### config.mk
export PLATFORM = sky130hd
export DESIGN_NAME = mac_result_fifo_flat
export DESIGN_NICKNAME = d
export VERILOG_FILES = /design/src/rtl/mac_result_fifo_if.sv /design/src/rtl/mac_result_fifo.sv /design/src/flat_wrapper.sv
export SDC_FILE = /design/constraint.sdc
export NUM_CORES = 1
export LEC_CHECK = 0
export ABC_CLOCK_PERIOD_IN_PS = 7400
export CAP_MARGIN = 40
export CORE_MARGIN = 3
export CORE_UTILIZATION = 35
export CTS_CLUSTER_DIAMETER = 60
export DETAILED_ROUTE_END_ITERATION = 12
export GPL_ROUTABILITY_DRIVEN = 0
export PLACE_DENSITY = 0.6
export SLEW_MARGIN = 40
export SYNTH_ARGS = -nofsm -noshare
export SYNTH_HDL_FRONTEND = slang
export SYNTH_SLANG_ARGS = --single-unit
### constraint.sdc
create_clock -name clk -period 7.4 [get_ports clk]
set_clock_uncertainty 0.05 [all_clocks]
set_input_delay 1.85 -clock clk [delete_from_list [all_inputs] [get_ports clk]]
set_output_delay 1.85 -clock clk [all_outputs]
set_load 0.01 [all_outputs]
### src/rtl/mac_result_fifo_if.sv
// rtl/mac_result_fifo_if.sv - MAC result write strobe and consumer valid/ready handshake
interface mac_result_fifo_if #(
  parameter int DATA_W = 11
);
  logic [DATA_W-1:0] in_data;
  logic              in_valid;
  logic [DATA_W-1:0] out_data;
  logic              out_valid;
  logic              out_ready;

  // Producer/consumer side (MAC plus downstream consumer)
  modport master (
    output in_data,
    output in_valid,
    output out_ready,
    input  out_data,
    input  out_valid
  );

  // FIFO side
  modport slave (
    input  in_data,
    input  in_valid,
    input  out_ready,
    output out_data,
    output out_valid
  );
endinterface

### src/rtl/mac_result_fifo.sv
// rtl/mac_result_fifo.sv - circular result FIFO behind the MAC; optional saturation via MACRES_CLIP_EN
module mac_result_fifo #(
  parameter int DATA_W = 11,
  parameter int DEPTH  = 4,
  parameter int ADDR_W = 2
) (
  input  logic              clk,
  input  logic              reset,
  input  logic              flush,
  mac_result_fifo_if.slave  bus,
  output logic [ADDR_W:0]   count,
  output logic              full,
  output logic              empty,
  output logic              overflow,
  output logic              clip_seen
);

  logic [DATA_W-1:0] mem [DEPTH];

  logic [ADDR_W-1:0] wr_ptr_q, wr_ptr_d;
  logic [ADDR_W-1:0] rd_ptr_q, rd_ptr_d;
  logic [ADDR_W:0]   count_q, count_d;
  logic              full_q, full_d;
  logic              empty_q, empty_d;
  logic              overflow_q, overflow_d;
  logic [DATA_W-1:0] out_data_q, out_data_d;
  logic              out_valid_q, out_valid_d;

  logic              pop;
  logic              push;
  logic              drop;
  logic [ADDR_W:0]   occ_after_pop;
  logic [DATA_W-1:0] wdata;

`ifdef MACRES_CLIP_EN
  localparam logic signed [DATA_W-1:0] SAT_MAX = {{(DATA_W-7){1'b0}}, 7'h7f};
  localparam logic signed [DATA_W-1:0] SAT_MIN = {{(DATA_W-7){1'b1}}, 7'h00};

  logic clip_q, clip_d;
  logic clip_hit;

  // Saturate the incoming result to signed 8 bits, sign-extended to the storage width
  always_comb begin
    wdata    = bus.in_data;
    clip_hit = 1'b0;
    if ($signed(bus.in_data) > SAT_MAX) begin
      wdata    = SAT_MAX;
      clip_hit = 1'b1;
    end else if ($signed(bus.in_data) < SAT_MIN) begin
      wdata    = SAT_MIN;
      clip_hit = 1'b1;
    end
  end

  // Sticky clip flag, cleared by flush
  always_comb begin
    clip_d = clip_q | (push & clip_hit);
    if (flush) begin
      clip_d = 1'b0;
    end
  end

  // Clip flag register
  always_ff @(posedge clk or negedge reset) begin
    if (!reset) begin
      clip_q <= 1'b0;
    end else begin
      clip_q <= clip_d;
    end
  end

  assign clip_seen = clip_q;
`else
  assign wdata     = bus.in_data;
  assign clip_seen = 1'b0;
`endif

  // Next-state for pointers, occupancy, flags and the registered head entry
  always_comb begin
    pop           = out_valid_q & bus.out_ready;
    push          = bus.in_valid & (~full_q | pop);
    drop          = bus.in_valid & full_q & ~pop;
    occ_after_pop = count_q - (ADDR_W+1)'(pop);

    wr_ptr_d   = wr_ptr_q + ADDR_W'(push);
    rd_ptr_d   = rd_ptr_q + ADDR_W'(pop);
    count_d    = occ_after_pop + (ADDR_W+1)'(push);
    overflow_d = overflow_q | drop;

    // The head is the new write only when nothing else remains after the pop;
    // otherwise it is read from storage at the advanced read pointer.
    if (push && (occ_after_pop == '0)) begin
      out_data_d = wdata;
    end else if (occ_after_pop != '0) begin
      out_data_d = mem[rd_ptr_d];
    end else begin
      out_data_d = out_data_q;
    end

    full_d      = (count_d == (ADDR_W+1)'(DEPTH));
    empty_d     = (count_d == '0);
    out_valid_d = (count_d != '0);

    if (flush) begin
      wr_ptr_d    = '0;
      rd_ptr_d    = '0;
      count_d     = '0;
      overflow_d  = 1'b0;
      out_data_d  = '0;
      full_d      = 1'b0;
      empty_d     = 1'b1;
      out_valid_d = 1'b0;
    end
  end

  // Control and output registers, cleared immediately by reset
  always_ff @(posedge clk or negedge reset) begin
    if (!reset) begin
      wr_ptr_q    <= '0;
      rd_ptr_q    <= '0;
      count_q     <= '0;
      full_q      <= 1'b0;
      empty_q     <= 1'b1;
      overflow_q  <= 1'b0;
      out_data_q  <= '0;
      out_valid_q <= 1'b0;
    end else begin
      wr_ptr_q    <= wr_ptr_d;
      rd_ptr_q    <= rd_ptr_d;
      count_q     <= count_d;
      full_q      <= full_d;
      empty_q     <= empty_d;
      overflow_q  <= overflow_d;
      out_data_q  <= out_data_d;
      out_valid_q <= out_valid_d;
    end
  end

  // Storage write; contents need no reset since the pointers gate visibility
  always_ff @(posedge clk) begin
    if (push && !flush) begin
      mem[wr_ptr_q] <= wdata;
    end
  end

  assign bus.out_data  = out_data_q;
  assign bus.out_valid = out_valid_q;
  assign count         = count_q;
  assign full          = full_q;
  assign empty         = empty_q;
  assign overflow      = overflow_q;

endmodule

### src/flat_wrapper.sv
// flat-port wrapper written by rule: the top's interface ports become plain ports
module mac_result_fifo_flat 
#(
  parameter int DATA_W = 11,
  parameter int DEPTH  = 4,
  parameter int ADDR_W = 2
)
  (clk, reset, flush, count, full, empty, overflow, clip_seen, bus_in_data, bus_in_valid, bus_out_ready, bus_out_data, bus_out_valid);
  mac_result_fifo_if #(.DATA_W(DATA_W)) bus_i ();
  input  logic clk;
  input  logic reset;
  input  logic flush;
  output logic [ADDR_W:0] count;
  output logic full;
  output logic empty;
  output logic overflow;
  output logic clip_seen;
  input wire logic [$bits(bus_i.in_data)-1:0] bus_in_data;
  input wire logic [$bits(bus_i.in_valid)-1:0] bus_in_valid;
  input wire logic [$bits(bus_i.out_ready)-1:0] bus_out_ready;
  output wire logic [$bits(bus_i.out_data)-1:0] bus_out_data;
  output wire logic [$bits(bus_i.out_valid)-1:0] bus_out_valid;
  assign bus_i.in_data = bus_in_data;
  assign bus_i.in_valid = bus_in_valid;
  assign bus_i.out_ready = bus_out_ready;
  assign bus_out_data = bus_i.out_data;
  assign bus_out_valid = bus_i.out_valid;
  mac_result_fifo #(.DATA_W(DATA_W), .DEPTH(DEPTH), .ADDR_W(ADDR_W)) u_core (.clk(clk), .reset(reset), .flush(flush), .bus(bus_i), .count(count), .full(full), .empty(empty), .overflow(overflow), .clip_seen(clip_seen));
endmodule
======== Word level (Yosys, flattened, before mapping) ========
Memory sizes are Yosys's and may differ from the RTL's.
Index checks and enable logic that the tools add are counted.
storage, ports and cells
  flip-flop bits (word level) ............. 22
  bits in writable memories ............... 44
  output and inout bits ................... 19
  word-level logic and storage cells ...... 42
  memories ................................ 1
cells by class
  $add $sub $neg .......................... 4
  equal/unequal tests ..................... 1
  multiplexer cells ....................... 12
  bitwise logic cells ..................... 8
  reduce and logical (&&, ||, !) cells .... 8
memory list
  name        depth  bits a word  rd ports  clocked after Yosys merged registers in  write ports  line                   source
  u_core.mem  4      11           1         0                                        1            mac_result_fifo.sv:18  logic [DATA_W-1:0] mem [DEPTH];
operators by type and width
  cell                                         count
  11-bit two-way mux                           3
  3-bit nonzero test                           3
  3-bit zero test                              2
  1-bit two-way mux                            6
  2-bit by 1-bit adder with 2-bit output       2
  1-bit AND                                    4
  2-bit two-way mux                            2
  3-bit by 1-bit adder with 3-bit output       1
  3-bit == test (second input constant)        1
  3-bit two-way mux                            1
  3-bit by 1-bit subtractor with 3-bit output  1
  1-bit logical AND                            2
  1-bit NOT                                    2
  1-bit OR                                     2
  1-bit zero test                              1

======== Depth between registers and ports, before layout ========
  word-level depth ........................ 6
  depth in mapped cells ................... 10
  depth with buffers taken out ............ 8

======== Worst setup path after synthesis ========
OpenSTA, ideal clock, no wires.
  path type ............................... input-to-reg
  start point ............................. input bus_out_ready
  end point ............................... memory u_core.mem[2][0], enable pin
  arrival time ............................ 3.792 ns
  required time ........................... 6.938 ns
  setup slack ............................. 3.146 ns
  stages .................................. 5
  buffers on the path ..................... 2
  cell sequence ........................... buf_2 -> a21bo_2 -> nand2_2 -> buf_4 -> nor4b_1
on the way
  cells in the longest elaborated chain, start to end .. 6
ends and longest elaborated chain
  item                                     line                    source
  start: declaration                       flat_wrapper.sv:20      input wire logic [$bits(bus_i.out_ready)-1:0] bus_out_ready;
  1-bit AND                                mac_result_fifo.sv:80   pop = out_valid_q & bus.out_ready;
  1-bit OR                                 mac_result_fifo.sv:81   push = bus.in_valid & (~full_q | pop);
  1-bit AND                                mac_result_fifo.sv:81
  1-bit logical AND                        mac_result_fifo.sv:141  if (push && !flush) begin
  1-bit two-way mux                        mac_result_fifo.sv:141
  1-bit two-way mux (not written as such)  mac_result_fifo.sv:142  mem[wr_ptr_q] <= wdata;
  end: declaration                         mac_result_fifo.sv:18
Every way passes these cells.

======== Final worst setup path ========
  start point ............................. register u_core.out_valid_q, in the netlist u_core.bus.out_valid
  end point ............................... output bus_out_valid
RTL lines
  item                      line                    source
  start: declaration        mac_result_fifo.sv:27   logic out_valid_q, out_valid_d;
  start signal: assignment  mac_result_fifo.sv:135  out_valid_q <= out_valid_d;
  end: declaration          flat_wrapper.sv:22      output wire logic [$bits(bus_i.out_valid)-1:0] bus_out_valid;
No word-level cell between the ends.

==> impl_summary.log <==
INFO  metric status = completed
INFO  metric n_antenna_cell = 0
INFO  metric power_per_cell_area = 326 mW/mm²
INFO  metric die_x = 103 µm
INFO  metric slowest_stage = sky130_fd_sc_hd__dfrtp_1
INFO  metric antenna_left = 0
INFO  metric port_buffers = 33
INFO  metric vias = 2,245
INFO  metric cts_max_level = 3
INFO  metric overflow_left_after_global_routing = 0
INFO  metric regToRegSetupSlack = around 4.8 ns
INFO  metric fmax = 0.265 GHz
INFO  metric asyncSetResetFlopFracSynth = 33.3%
INFO  metric layout.core_utilization = 43.3%
INFO  metric worst_path_dominant_cell_family = flip-flops
INFO  metric final_cell_count_no_fill = just over 400
INFO  metric hold_fix_buffers_cts = 0
INFO  metric number_of_enable_type_register_cells_in_the_synthesized_netlist = 44
INFO  metric grt_pass1_vias = 2,201
INFO  metric pin_count_of_the_biggest_net_entering_global_routing = 48
INFO  metric final_net_count = between 300 and 400
INFO  metric slowest_delay = roughly 0.86 ns
INFO  metric track_usage = 15.2%
INFO  metric finalHoldViolations = 0
INFO  metric dp_hpwl = 4.69 mm
INFO  metric dp.cells = a little under 400
INFO  metric tritoncts = yes
INFO  metric routed_via_density = 5.44
INFO  metric grt_setup_unrepaired = false
INFO  metric flow.area_growth_from_synthesis = 17.1%
INFO  metric timing.final.crit_share = a little over 50%
INFO  metric postSynthRegisterBits = 66
INFO  metric seq_area_frac_synth = 56.7%
INFO  metric antenna_found_initial = 0
INFO  metric tritoncts.num_buffers = 9
INFO  metric postSynthNetCount = about 300
INFO  metric cp_cell_sequence = clkdlybuf4s50_1
INFO  metric number_of_drc_violations_after_detailed_routing = 0
INFO  metric cts.repair_timing.setup_buffer_count = 0
INFO  metric clock_tree.root_cell = sky130_fd_sc_hd__clkbuf_8
INFO  metric cts.sinks = 66
INFO  metric yosysWarningCount = 0
INFO  metric crit_buf_inv = 1
INFO  metric tightestPinTransition = 0.798 ns
INFO  metric vertical_extent_of_the_die = 103 µm
INFO  metric core = 0.00893 mm²
INFO  metric clock_period_minus_final_worst_setup_slack = 3.77 ns
INFO  metric critPathMaxFanout = 22
INFO  metric final.setup.tns = 0 ns
INFO  metric syn-cell-area = between 0.003 and 0.004 mm²
INFO  metric slew_headroom = 46.8%
INFO  metric layout-drive-gt1-share = 14.1%
INFO  metric maxCapViolations = 0
INFO  metric start_util = a little under two fifths
INFO  metric io_pins = 35
INFO  metric postSynth.topFlopCell = sky130_fd_sc_hd__edfxtp_1
INFO  metric finalMaxSlewViolations = 0
INFO  metric floorplan.die_area = approximately 0.011 mm²
INFO  metric synthesis.area_per_instance = around 12 µm²
INFO  metric syn_inst = 274
INFO  metric clock_pin_slew_reported_for_the_worst_setup_and_hold_paths_after_clock_tree_synthesis = 0.07 ns
INFO  metric filler_cell_count = around 850
INFO  metric crit_path_end_kind = output pin
INFO  metric first_iter_violations = 109
INFO  metric netlist_cell_types = 45
INFO  metric ctsResizeCount = 0
INFO  metric grt_first_pass_wirelength = approximately 12 mm
INFO  metric timing.critical_path.from_type = flop
INFO  metric cp_data_required_time = 5.50 ns
INFO  metric setup_viol = 0
INFO  metric vdd_ir_drop_max = 0.0000999 V
INFO  metric firstDrtPassIters = 5
INFO  metric design_power_total = about 1.3 mW
INFO  metric critical_path_class = flop to output pin
INFO  metric routedWlPerCell = roughly 19 µm
INFO  metric leakagePower = 1.42 nW
INFO  metric timing.hold.worst.class = flop to flop
INFO  metric worstPathArrival = 1.87 ns
INFO  metric clk_path_buf_depth = 2
INFO  metric fin_worst_hold_slack = 0.451 ns
INFO  metric drt_wl_total = 7.65 mm
INFO  metric rows = 34
INFO  metric clk_latency = 0.34 ns
cell type report:
type | count | area (µm²) | share of cell area (%)
Sequential cell | 66 | 1880 | 48.5
Multi-Input combinational cell | 171 | 1270 | 33.0
Timing Repair Buffer | 38 | 358 | 9.25
Tap cell | 108 | 135 | 3.49
Clock buffer | 9 | 124 | 3.20
Inverter | 14 | 52.6 | 1.36
Clock inverter | 7 | 46.3 | 1.20
routing by layer:
metal / vias up / track usage, % / part of all wire [%]
li1: 1076 / - / -
met1: 1100 / 21.1 / 47
met2: 58 / 23.1 / 46
met3: 11 / 3.79 / 5.1
met4: 0 / 5.18 / 1.8
met5: - / 0 / 0
path summary, 6_finish.rpt:
check | endpoint | depth (start not counted) | start
setup / recovery | bus_out_valid | 1 | u_core.bus.out_valid
min in group asynchronous | u_core.bus.out_data[5] | 1 | reset
setup reg to reg | u_core.mem[3][7] | 4 | u_core.bus.out_valid
hold / removal | u_core.overflow | 2 | u_core.overflow
hold reg to reg | u_core.overflow | 2 | u_core.overflow
max in group asynchronous | u_core.rd_ptr_q[0] | 1 | reset
Yosys cell counts (9+ instances only):
cell type | count | share of area [%]
sky130_fd_sc_hd__or3_1 | 10 | 1.9
sky130_fd_sc_hd__buf_2 | 11 | 1.7
sky130_fd_sc_hd__dfrtp_1 | 21 | 16
sky130_fd_sc_hd__nor2_1 | 26 | 3.0
sky130_fd_sc_hd__inv_1 | 14 | 1.6
sky130_fd_sc_hd__o32ai_2 | 9 | 4.4
sky130_fd_sc_hd__edfxtp_1 | 44 | 40
sky130_fd_sc_hd__o22ai_1 | 10 | 1.9
sky130_fd_sc_hd__a21oi_1 | 20 | 3.0
sky130_fd_sc_hd__mux2i_1 | 32 | 9.7
sky130_fd_sc_hd__nand3_1 | 11 | 1.7
sky130_fd_sc_hd__o211ai_1 | 10 | 2.3
worst reg2reg max path, cell delays in order (launching register included):
cell                      delay [ns]
sky130_fd_sc_hd__dfrtp_1        0.86
sky130_fd_sc_hd__a21bo_2        0.28
sky130_fd_sc_hd__nand2_2        0.32
sky130_fd_sc_hd__nor2_1         0.18
sky130_fd_sc_hd__and3_1         0.58
cells by family after synthesis:
family,after synthesis,share of synthesized area [%]
adders and majority gates,3,1.14
DFF,66,56.7
xor gates and xnor gates,6,1.59
other,1,0.114
AOI/OAI and AO/OA,64,15.0
buffers and inverters,37,5.30
and+or+nand+nor,65,10.4
muxes,32,9.70
per-stage QoR:
step / setup WS, ns / area, µm²
global route: 3.50 / 3870
finish: 3.63 / 3870
global placement: 2.78 / 3700
floorplan: 3.15 / 3300
CTS: 3.04 / 3870
detailed placement: 2.69 / 3700
layout by cell type (no fill, tap or decap), types with 2 or more instances in the layout:
cell | netlist | final
sky130_fd_sc_hd__a21bo_2 | 2 | 2
sky130_fd_sc_hd__a21oi_1 | 20 | 20
sky130_fd_sc_hd__a221oi_1 | 2 | 2
sky130_fd_sc_hd__buf_2 | 11 | 2
sky130_fd_sc_hd__buf_4 | 2 | 5
sky130_fd_sc_hd__clkbuf_8 | 0 | 9
sky130_fd_sc_hd__clkdlybuf4s50_1 | 0 | 31
sky130_fd_sc_hd__clkinv_2 | 0 | 2
sky130_fd_sc_hd__clkinv_4 | 0 | 2
sky130_fd_sc_hd__clkinvlp_4 | 0 | 2
sky130_fd_sc_hd__dfrtp_1 | 21 | 20
sky130_fd_sc_hd__edfxtp_1 | 44 | 44
sky130_fd_sc_hd__ha_1 | 3 | 3
sky130_fd_sc_hd__inv_1 | 14 | 14
sky130_fd_sc_hd__mux2i_1 | 32 | 32
sky130_fd_sc_hd__nand2_1 | 2 | 2
sky130_fd_sc_hd__nand2b_1 | 2 | 2
sky130_fd_sc_hd__nand3_1 | 11 | 11
sky130_fd_sc_hd__nor2_1 | 26 | 26
sky130_fd_sc_hd__nor2b_1 | 2 | 2
sky130_fd_sc_hd__nor4_2 | 1 | 2
sky130_fd_sc_hd__nor4b_2 | 0 | 2
sky130_fd_sc_hd__o211ai_1 | 10 | 10
sky130_fd_sc_hd__o21ai_0 | 2 | 2
sky130_fd_sc_hd__o21ai_1 | 2 | 2
sky130_fd_sc_hd__o22ai_1 | 10 | 10
sky130_fd_sc_hd__o32ai_2 | 9 | 9
sky130_fd_sc_hd__or3_1 | 10 | 10
sky130_fd_sc_hd__xor2_1 | 5 | 5
report_power, final:
| group | leakage [nW] | internal, mW | switching [mW] |
|---|---|---|---|
| combinational | 0.652 | 0.226 | 0.241 |
| clock | 0.0826 | 0.120 | 0.142 |
| sequential | 0.684 | 0.453 | 0.0804 |
| total | 1.42 | 0.799 | 0.463 |
state kept, by name, summed over array words and instances (netlist names):
register	cells
u_core.bus.out_data	11
u_core.bus.out_valid	1
u_core.count	3
u_core.empty	1
u_core.full	1
u_core.mem	44
u_core.overflow	1
u_core.rd_ptr_q	2
u_core.wr_ptr_q	2
Power figures use the tool's default switching activity.
